$ cat src/rtl/rps_match_controller.sv
// rps_match_controller: multi-round stone/paper/scissors match sequencer.
// Collects one move per player per round, judges the round, keeps the score,
// holds each result for a reveal interval and declares the match winner.
//
// Optional feature macro: RPS_STATUS_ASCII_EN
//   defined   -> status_char_o is a registered ASCII summary of the current state
//   undefined -> status_char_o is tied to 0 and no status logic exists
//
// Handshake: a move is taken on a cycle where pN_valid_i and pN_ready_o are both
// high. pN_ready_o is high only in COLLECT until that player's move is taken;
// pN_valid_i is ignored at all other times and the player may drop it freely.
//
// Move encoding: 00 stone, 01 paper, 10 scissors, 11 invalid / missing.
// Result encoding: 00 tie, 01 player 1, 10 player 2.
// state_dbg_o: 0 IDLE, 1 COLLECT, 2 JUDGE, 3 REVEAL, 4 DONE.
module rps_match_controller #(
    parameter int ROUNDS_TO_WIN  = 2,
    parameter int MAX_ROUNDS     = 15,
    parameter int REVEAL_CYCLES  = 4,
    parameter int TIMEOUT_CYCLES = 255
) (
    input  logic       clk,
    input  logic       rst,
    input  logic       start_i,
    input  logic       p1_valid_i,
    input  logic [1:0] p1_move_i,
    output logic       p1_ready_o,
    input  logic       p2_valid_i,
    input  logic [1:0] p2_move_i,
    output logic       p2_ready_o,
    output logic       round_done_o,
    output logic [1:0] round_result_o,
    output logic [3:0] p1_score_o,
    output logic [3:0] p2_score_o,
    output logic [3:0] round_num_o,
    output logic       busy_o,
    output logic       match_done_o,
    output logic [1:0] match_winner_o,
    output logic [7:0] status_char_o,
    output logic [2:0] state_dbg_o
);

    typedef enum logic [2:0] {
        S_IDLE    = 3'd0,
        S_COLLECT = 3'd1,
        S_JUDGE   = 3'd2,
        S_REVEAL  = 3'd3,
        S_DONE    = 3'd4
    } state_t;

    localparam int CW = 16;
    localparam logic [1:0] RES_TIE = 2'b00;
    localparam logic [1:0] RES_P1  = 2'b01;
    localparam logic [1:0] RES_P2  = 2'b10;
    localparam logic [1:0] MV_BAD  = 2'b11;

    state_t        state_q;
    logic [CW-1:0] cnt_q;            // COLLECT timeout counter, reused as REVEAL length counter
    logic [1:0]    p1_mv_q, p2_mv_q;
    logic          p1_ready_q, p2_ready_q;
    logic          round_done_q;
    logic [1:0]    round_result_q;
    logic [3:0]    p1_score_q, p2_score_q, round_num_q;
    logic          busy_q, match_done_q;
    logic [1:0]    match_winner_q;

    // Judge one round; an 11 loses to any legal move, equal moves (including 11/11) tie.
    function automatic logic [1:0] judge(input logic [1:0] a, input logic [1:0] b);
        logic [1:0] r;
        r = RES_P2;
        if (a == b)                                     r = RES_TIE;
        else if (a == MV_BAD)                           r = RES_P2;
        else if (b == MV_BAD)                           r = RES_P1;
        else if ((a == 2'b00 && b == 2'b10) ||
                 (a == 2'b01 && b == 2'b00) ||
                 (a == 2'b10 && b == 2'b01))            r = RES_P1;
        return r;
    endfunction

    logic       p1_take, p2_take;
    logic       p1_have, p2_have;
    logic       timeout_hit, reveal_last, match_over, forfeit;
    logic [1:0] judge_res, winner_now;

    // A player "has" a move once ready has dropped, or when it is taken this cycle.
    assign p1_take     = p1_valid_i & p1_ready_q;
    assign p2_take     = p2_valid_i & p2_ready_q;
    assign p1_have     = ~p1_ready_q | p1_take;
    assign p2_have     = ~p2_ready_q | p2_take;
    assign timeout_hit = (cnt_q == CW'(TIMEOUT_CYCLES - 1));
    assign reveal_last = (cnt_q == CW'(REVEAL_CYCLES - 1));
    assign judge_res   = judge(p1_mv_q, p2_mv_q);
    assign forfeit     = (p1_mv_q == MV_BAD) | (p2_mv_q == MV_BAD);
    assign match_over  = (p1_score_q == 4'(ROUNDS_TO_WIN)) |
                         (p2_score_q == 4'(ROUNDS_TO_WIN)) |
                         (round_num_q == 4'(MAX_ROUNDS));
    assign winner_now  = (p1_score_q > p2_score_q) ? RES_P1 :
                         (p2_score_q > p1_score_q) ? RES_P2 : RES_TIE;

`ifdef RPS_STATUS_ASCII_EN
    logic [7:0] status_q;
    assign status_char_o = status_q;
`else
    assign status_char_o = 8'd0;
`endif

    // Match sequencer: state, handshake, judging, scoring and all registered outputs.
    always_ff @(posedge clk) begin
        if (rst) begin
            state_q        <= S_IDLE;
            cnt_q          <= '0;
            p1_mv_q        <= 2'b00;
            p2_mv_q        <= 2'b00;
            p1_ready_q     <= 1'b0;
            p2_ready_q     <= 1'b0;
            round_done_q   <= 1'b0;
            round_result_q <= RES_TIE;
            p1_score_q     <= 4'd0;
            p2_score_q     <= 4'd0;
            round_num_q    <= 4'd0;
            busy_q         <= 1'b0;
            match_done_q   <= 1'b0;
            match_winner_q <= RES_TIE;
`ifdef RPS_STATUS_ASCII_EN
            status_q       <= 8'd0;
`endif
        end else begin
            round_done_q <= 1'b0;
            case (state_q)
                S_IDLE, S_DONE: begin
                    if (start_i) begin
                        state_q        <= S_COLLECT;
                        cnt_q          <= '0;
                        p1_mv_q        <= 2'b00;
                        p2_mv_q        <= 2'b00;
                        p1_ready_q     <= 1'b1;
                        p2_ready_q     <= 1'b1;
                        p1_score_q     <= 4'd0;
                        p2_score_q     <= 4'd0;
                        round_num_q    <= 4'd0;
                        busy_q         <= 1'b1;
                        match_done_q   <= 1'b0;
                        match_winner_q <= RES_TIE;
`ifdef RPS_STATUS_ASCII_EN
                        status_q       <= 8'd46;
`endif
                    end
                end

                S_COLLECT: begin
                    cnt_q <= cnt_q + 1'b1;
                    if (p1_take) begin
                        p1_mv_q    <= p1_move_i;
                        p1_ready_q <= 1'b0;
                    end
                    if (p2_take) begin
                        p2_mv_q    <= p2_move_i;
                        p2_ready_q <= 1'b0;
                    end
                    if (p1_have && p2_have) begin
                        state_q <= S_JUDGE;
                    end else if (timeout_hit) begin
                        // Whoever is still missing forfeits this round with an 11.
                        state_q    <= S_JUDGE;
                        p1_ready_q <= 1'b0;
                        p2_ready_q <= 1'b0;
                        if (!p1_have) p1_mv_q <= MV_BAD;
                        if (!p2_have) p2_mv_q <= MV_BAD;
                    end
                end

                S_JUDGE: begin
                    state_q        <= S_REVEAL;
                    cnt_q          <= '0;
                    round_done_q   <= 1'b1;
                    round_result_q <= judge_res;
                    if (round_num_q != 4'hF) round_num_q <= round_num_q + 4'd1;
                    if (judge_res == RES_P1 && p1_score_q != 4'hF) p1_score_q <= p1_score_q + 4'd1;
                    if (judge_res == RES_P2 && p2_score_q != 4'hF) p2_score_q <= p2_score_q + 4'd1;
`ifdef RPS_STATUS_ASCII_EN
                    if (forfeit)                    status_q <= 8'd63;
                    else if (judge_res == RES_P1)   status_q <= 8'd49;
                    else if (judge_res == RES_P2)   status_q <= 8'd50;
                    else                            status_q <= 8'd48;
`endif
                end

                S_REVEAL: begin
                    cnt_q <= cnt_q + 1'b1;
                    if (reveal_last) begin
                        cnt_q <= '0;
                        if (match_over) begin
                            state_q        <= S_DONE;
                            busy_q         <= 1'b0;
                            match_done_q   <= 1'b1;
                            match_winner_q <= winner_now;
`ifdef RPS_STATUS_ASCII_EN
                            if (winner_now == RES_P1)      status_q <= 8'd65;
                            else if (winner_now == RES_P2) status_q <= 8'd66;
                            else                           status_q <= 8'd68;
`endif
                        end else begin
                            state_q    <= S_COLLECT;
                            p1_mv_q    <= 2'b00;
                            p2_mv_q    <= 2'b00;
                            p1_ready_q <= 1'b1;
                            p2_ready_q <= 1'b1;
`ifdef RPS_STATUS_ASCII_EN
                            status_q   <= 8'd46;
`endif
                        end
                    end
                end

                default: begin
                    state_q <= S_IDLE;
                end
            endcase
        end
    end

    // forfeit only drives the status character; keep it referenced in the plain build.
    logic unused_forfeit;
    assign unused_forfeit = forfeit;

    assign p1_ready_o     = p1_ready_q;
    assign p2_ready_o     = p2_ready_q;
    assign round_done_o   = round_done_q;
    assign round_result_o = round_result_q;
    assign p1_score_o     = p1_score_q;
    assign p2_score_o     = p2_score_q;
    assign round_num_o    = round_num_q;
    assign busy_o         = busy_q;
    assign match_done_o   = match_done_q;
    assign match_winner_o = match_winner_q;
    assign state_dbg_o    = state_q;

endmodule

$ cat config.mk
export PLATFORM = sky130hd
export DESIGN_NAME = rps_match_controller
export DESIGN_NICKNAME = d
export VERILOG_FILES = /design/src/rtl/rps_match_controller.sv
export SDC_FILE = /design/constraint.sdc
export NUM_CORES = 1
export LEC_CHECK = 0
export CORE_ASPECT_RATIO = 0.75
export CORE_MARGIN = 1
export CORE_UTILIZATION = 40
export DETAILED_ROUTE_END_ITERATION = 6
export REMOVE_ABC_BUFFERS = 1
export SYNTH_ARGS = -nofsm -noshare
export SYNTH_HDL_FRONTEND = slang
export SYNTH_SLANG_ARGS = --single-unit
export TNS_END_PERCENT = 100
$ cat constraint.sdc
create_clock -name clk -period 6.7 [get_ports clk]
set_input_delay 0.67 -clock clk [delete_from_list [all_inputs] [get_ports clk]]
set_output_delay 0.67 -clock clk [all_outputs]
set_load 0.05 [all_outputs]
# [Word level (Yosys, flattened, before mapping)]
# Cells that the tools add are included.
[classes] bitwise=8 eq_ne=29 magnitude_cmp=2 muxes=57 addsub=4 n_reduce_logical=23
[op_table] cell="case mux 16 bit (4 select lines)" n=1
[op_table] cell="2-to-1 mux 2 bit" n=19
[op_table] cell="2-to-1 mux 16 bit" n=2
[op_table] cell="case mux 4 bit (2 select lines)" n=3
[op_table] cell="adder 16 x 1 -> 16 bit, second input constant" n=1
[op_table] cell="equality test 16 x 2 -> 1 bit, second input constant" n=1
[op_table] cell="equality test 16 x 8 -> 1 bit, second input constant" n=1
[op_table] cell="2-to-1 mux 4 bit" n=4
[op_table] cell="2-to-1 mux 1 bit" n=15
[op_table] cell="2-to-1 mux 3 bit" n=5
[op_table] cell="inequality test 2 bit, second input constant" n=7
[op_table] cell="adder 4 x 1 -> 4 bit, second input constant" n=3
[op_table] cell="inequality test 4 bit, second input constant" n=3
[op_table] cell="case mux 2 bit (3 select lines)" n=2
[op_table] cell="case mux 3 bit (4 select lines)" n=1
[op_table] cell="AND reduction 3 bit" n=4
[op_table] cell="equality test 2 bit, second input constant" n=5
[op_table] cell="equality test 4 x 2 -> 1 bit, second input constant" n=2
[op_table] cell="> comparator 4 bit" n=2
[op_table] cell="AND reduction 4 bit" n=2
[op_table] cell="equality test 2 x 1 -> 1 bit, second input constant" n=3
[op_table] cell="equality test 3 x 2 -> 1 bit, second input constant" n=2
[op_table] cell="logical AND 1 bit" n=6
[op_table] cell="case mux 1 bit (3 select lines)" n=2
[op_table] cell="18 further kinds" n=27
[word_totals] wordCells=137 reg_bits=44 input_bits=9 output_inout_bits=32

# [Depth between registers and ports, before layout]
[depth] word_depth=12 depth_mapped=7

# [Least setup slack after synthesis]
# No wires, ideal clock.
[synth_path] path_type="reg2reg" start="register state_q[0], in the netlist state_dbg_o[0]" end="register match_winner_q[0], in the netlist match_winner_o[0]" required_ns=6.577 stages_incl_launch_ff=7 setup_slack_ns=4.442 setup_time_ns=0.123 arrival_time_ns=2.134 n_path_buf=1 cell_sequence="dfxtp_1 > clkbuf_1 > nor2b_1 > nand2_1 > a31oi_1 > o21ai_1 > mux2_1"
[synth_between] elab_chain_cells=4 word_cells_on_any_way=10
[synth_rtl] item="start: declaration" line="57" source="state_t state_q;"
[synth_rtl] item="start signal: assignment" line="110" source="state_q <= S_IDLE;"
[synth_rtl] item="start signal: assignment" line="132" source="state_q <= S_COLLECT;"
[synth_rtl] item="start signal: assignment" line="161" source="state_q <= S_JUDGE;"
[synth_rtl] item="equality test 3 bit or logical NOT 3 bit (tied branches)" line="129" source="case (state_q)"
[synth_rtl] item="OR reduction 2 bit" line="129"
[synth_rtl] item="inequality test 2 bit (no source line) or nonzero test 2 bit (tied branches)"
[synth_rtl] item="AND reduction 4 bit (no source line)"
[synth_rtl] item="end signal: assignment" line="196" source="match_winner_q <= winner_now;"
[synth_rtl] item="end: declaration" line="65" source="logic [1:0] match_winner_q;"
# Parallel ways exist; a longest one is shown, timed or not.
# A chain may end at the register's enable or synchronous reset.

# [Final worst setup path]
[layout_path] start="input start_i" end="register cnt_q[11]"
[layout_between] elab_chain_cells=2
[layout_rtl] item="start: declaration" line="24" source="input logic start_i,"
[layout_rtl] item="inequality test 2 bit (no source line)"
[layout_rtl] item="AND reduction 2 bit (no source line)"
[layout_rtl] item="end signal: assignment" line="151" source="cnt_q <= cnt_q + 1'b1;"
[layout_rtl] item="end signal: assignment" line="189" source="cnt_q <= cnt_q + 1'b1;"
[layout_rtl] item="end: declaration" line="58" source="logic [CW-1:0] cnt_q;"
# No other way between the ends.

==> results.yml <==
cts:
  clock-sinks: 44
  cts.reportedPaths.clkPinSlew_ns: 0.09
  numCtsBuffers: 5
  cts_resized: 0
  cts_setup_buffers: 0
  cts_tree: "yes"
  insertion_delay_ns: 0.30
  cts-root-buf: "clkbuf_8"
  ctsHtreeMaxLevel: 2
  ctsHoldBuffers: 0
  clk_path_buf_depth: 2
sta:
  setup-violations-final: 0
  whs_ns: 0.474
  fmax_ghz: 0.395
  finalClockSkew_ns: 0.00731
  finalHoldViolCount: 0
  finalCritPeriodShare_pct: 37.8
  setup_tns_ns: 0
  drv_slew: 0
  rsz0062_at_grt: "false"
  fin_crit_ns: 2.53
  slew_headroom_pct: 43.7
  worst_pin_slew_ns: 0.836
route:
  routed_via_density: 5.12
  dr.pass1.iters: 4
  num_vias: 2011
  drc: 0
  drtAntennaViolNets: 0
  first_iter_violations: 101
  routedWlPerCell_um: 13.2
  wirelength_mm: 5.20
floorplan:
  std_cell_rows: 23
  die_w_um: 91.3
  pin_count: 41
  core_area_um2: 5550
  initial_core_util_pct: 43.1
  die_height_um: 69.0
  fp.dieArea_um2: 6300
yosys:
  synthTopCellsByArea: "dfxtp_1 37%, ha_1 5.8%, a21oi_1 5.2%"
  yosysSeqAreaShare_pct: 36.8
  yosys_warnings: 0
  avgSynthCellArea_um2: 8.36
  synth-seq-cells: 44
  netlist_instances: 286
  synthArstFlopShare_pct: 0
  synth_cell_types: 50
  netlist.area_leader.share_pct: 36.8
  synth_top_area_cell: "dfxtp_1"
  synth_edf_count: 0
  syn-cell-area_um2: 2390
  synth_flop_cell: "dfxtp_1"
min_path:
  hold_path_class: "reg2reg"
  holdPathStages: 2
  min_from: "round_result_o[0]"
  worst_hold_path.endpoint: "round_result_o[0]"
finish:
  area_delta_synth_final_pct: 19.0
  n_antenna_cell: 0
  fin_nets: 337
  drive_above_1_share_pct: 5.97
  instances_no_fill: 393
  utilization_pct: 51.3
grt:
  antenna_found_initial: 0
  grt-ovfl-total: 0
  grt_pass1_wl_mm: 8.49
  grt_max_degree: 30
  track_usage_pct: 17.7
  grt_pass1_vias: 1753
pwr:
  p_per_area_nw_per_um2: 226
  ir_drop_uv: 124
  leakagePower_nw: 1.01
worst_setup_path:
  crit_chain: "clkdlybuf4s50_1 > or3b_2 > a2111oi_2 > nand4_1 > xor2_1 > nor2_1"
  critical_path_class: "in2reg"
  start_kind: "input pin"
  r2r_cells: 6
  required_ns: 6.88
  critPathTopFamily: "simple AND/OR/NAND/NOR gates"
  critical_path.max_stage_delay_ns: 0.60
  crit_arrival_ns: 2.72
  path_max_fanout: 9
  cp_num_buf_inv: 1
  reg2reg_slack_ns: 4.21
  rr_startpoint: "cnt_q[0]"
  r2r-end: "cnt_q[5]"
  slowest_stage: "or3b_2"
  cp-end-kind: "register"
placed_design:
  dp_cells: 385
  hpwl_mm: 3.83
  gp_congestion: 0.772
  io_buffers: 32
run_status:
  outcome: "finished, final reports clean"
flow_run:
  maxCapViolations: 0
==> layer usage <==
metal	vias up	wire, um	track usage (%)
met5	-	0	0
met4	0	64	5.95
met3	6	230	5.26
met2	43	1890	23.8
met1	887	3010	26.2
li1	1075	-	-
==> cells by family after synthesis <==
family	count (synthesis)	share of synthesized area (%)
buffers and inverters	27	5.54
and+or+nand+nor	115	25.2
muxes	4	1.73
xor gates and xnor gates	15	5.49
AOI/OAI and AO/OA	69	19.3
other	1	0.157
adders and majority gates	11	5.75
DFF	44	36.8
==> final cells by class <==
cell class,instances,area (um2)
repair buffers,33,328
clock buffers,6,82.6
multi-input cells,222,1410
clock inverters,2,15.0
flip-flops and latches,44,881
inverters,11,41.3
fillers,552,2710
well taps,75,93.8
==> layout by cell type (no fill, tap or decap), types with 3 or more instances in the layout <==
cell type / n
dfxtp_1: 44
nor3_1: 4
inv_1: 11
a21o_1: 3
nand4_1: 10
nor3b_1: 3
conb_1: 8
or4_1: 3
nand2_1: 28
o21ai_0: 13
clkbuf_8: 6
nand2b_1: 7
or3b_2: 3
nor2b_1: 3
a31oi_1: 3
nor2_1: 26
ha_1: 11
nand3_1: 14
xor2_1: 13
o21a_1: 5
a21oi_1: 25
or3_1: 3
clkdlybuf4s50_1: 32
mux2i_1: 3
==> tightest hold or removal path, cell delays in order (launching register included) <==
cell and delay (ns):
dfxtp_1 0.32, nand2_1 0.05, a21oi_1 0.06
==> power by group <==
part	leakage (nW)	total, W	internal [W]	switching [W]
clock network	0.0434	0.000181	0.0000836	0.0000976
registers	0.356	0.000292	0.000274	0.0000182
logic	0.612	0.000171	0.0000536	0.000117
total	1.01	0.000644	0.000411	0.000233
==> how the worst max path moves through the flow <==
| stage | startpoint | endpoint | slack [ns] | depth (start not counted) |
|---|---|---|---|---|
| after global placement | start_i | cnt_q[10] | 3.93 | 6 |
| final | start_i | cnt_q[11] | 4.17 | 6 |
| after CTS | state_dbg_o[1] | state_dbg_o[1] | 4.18 | 1 |
| after detailed placement | start_i | cnt_q[11] | 3.86 | 6 |
| after global routing | start_i | cnt_q[11] | 4.03 | 6 |
| after floorplan | p1_score_o[1] | match_winner_o[0] | 4.50 | 5 |
==> per-stage QoR <==
stage | cell area [um2] | worst slack, ns | total power, W
global placement | 2750 | 3.93 | 0.000468
detailed placement | 2750 | 3.86 | 0.000469
global route | 2850 | 4.03 | 0.000678
floorplan | 2330 | 4.50 | 0.000417
CTS | 2850 | 4.18 | 0.000649
finish | 2850 | 4.17 | 0.000644
==> state kept, by name (all words and copies together) (netlist names), 3 cells and up <==
register     cells
p1_score_o       4
state_dbg_o      3
round_num_o      4
cnt_q           16
p2_score_o       4
==> cell usage after synthesis (2+ instances only) <==
cell / instances
nor3b_1: 3
nor2b_1: 3
o211ai_1: 2
or4_1: 3
nand4_1: 10
xnor2_1: 2
o21ai_0: 13
o211a_1: 2
nand2_1: 28
or3b_2: 3
ha_1: 11
a31oi_1: 3
or4_4: 2
mux2i_1: 3
a21o_1: 3
nand3_1: 14
a311oi_1: 2
and3_1: 2
nor2_1: 26
o21a_1: 5
inv_1: 11
a2111oi_2: 2
xor2_1: 13
buf_4: 8
a211oi_1: 2
o31ai_1: 2
a22oi_1: 2
nand2b_1: 7
dfxtp_1: 44
nor3_1: 4
or3_1: 3
a21oi_1: 25
clkbuf_1: 6
Note: power is estimated with default switching activity, not from simulation.
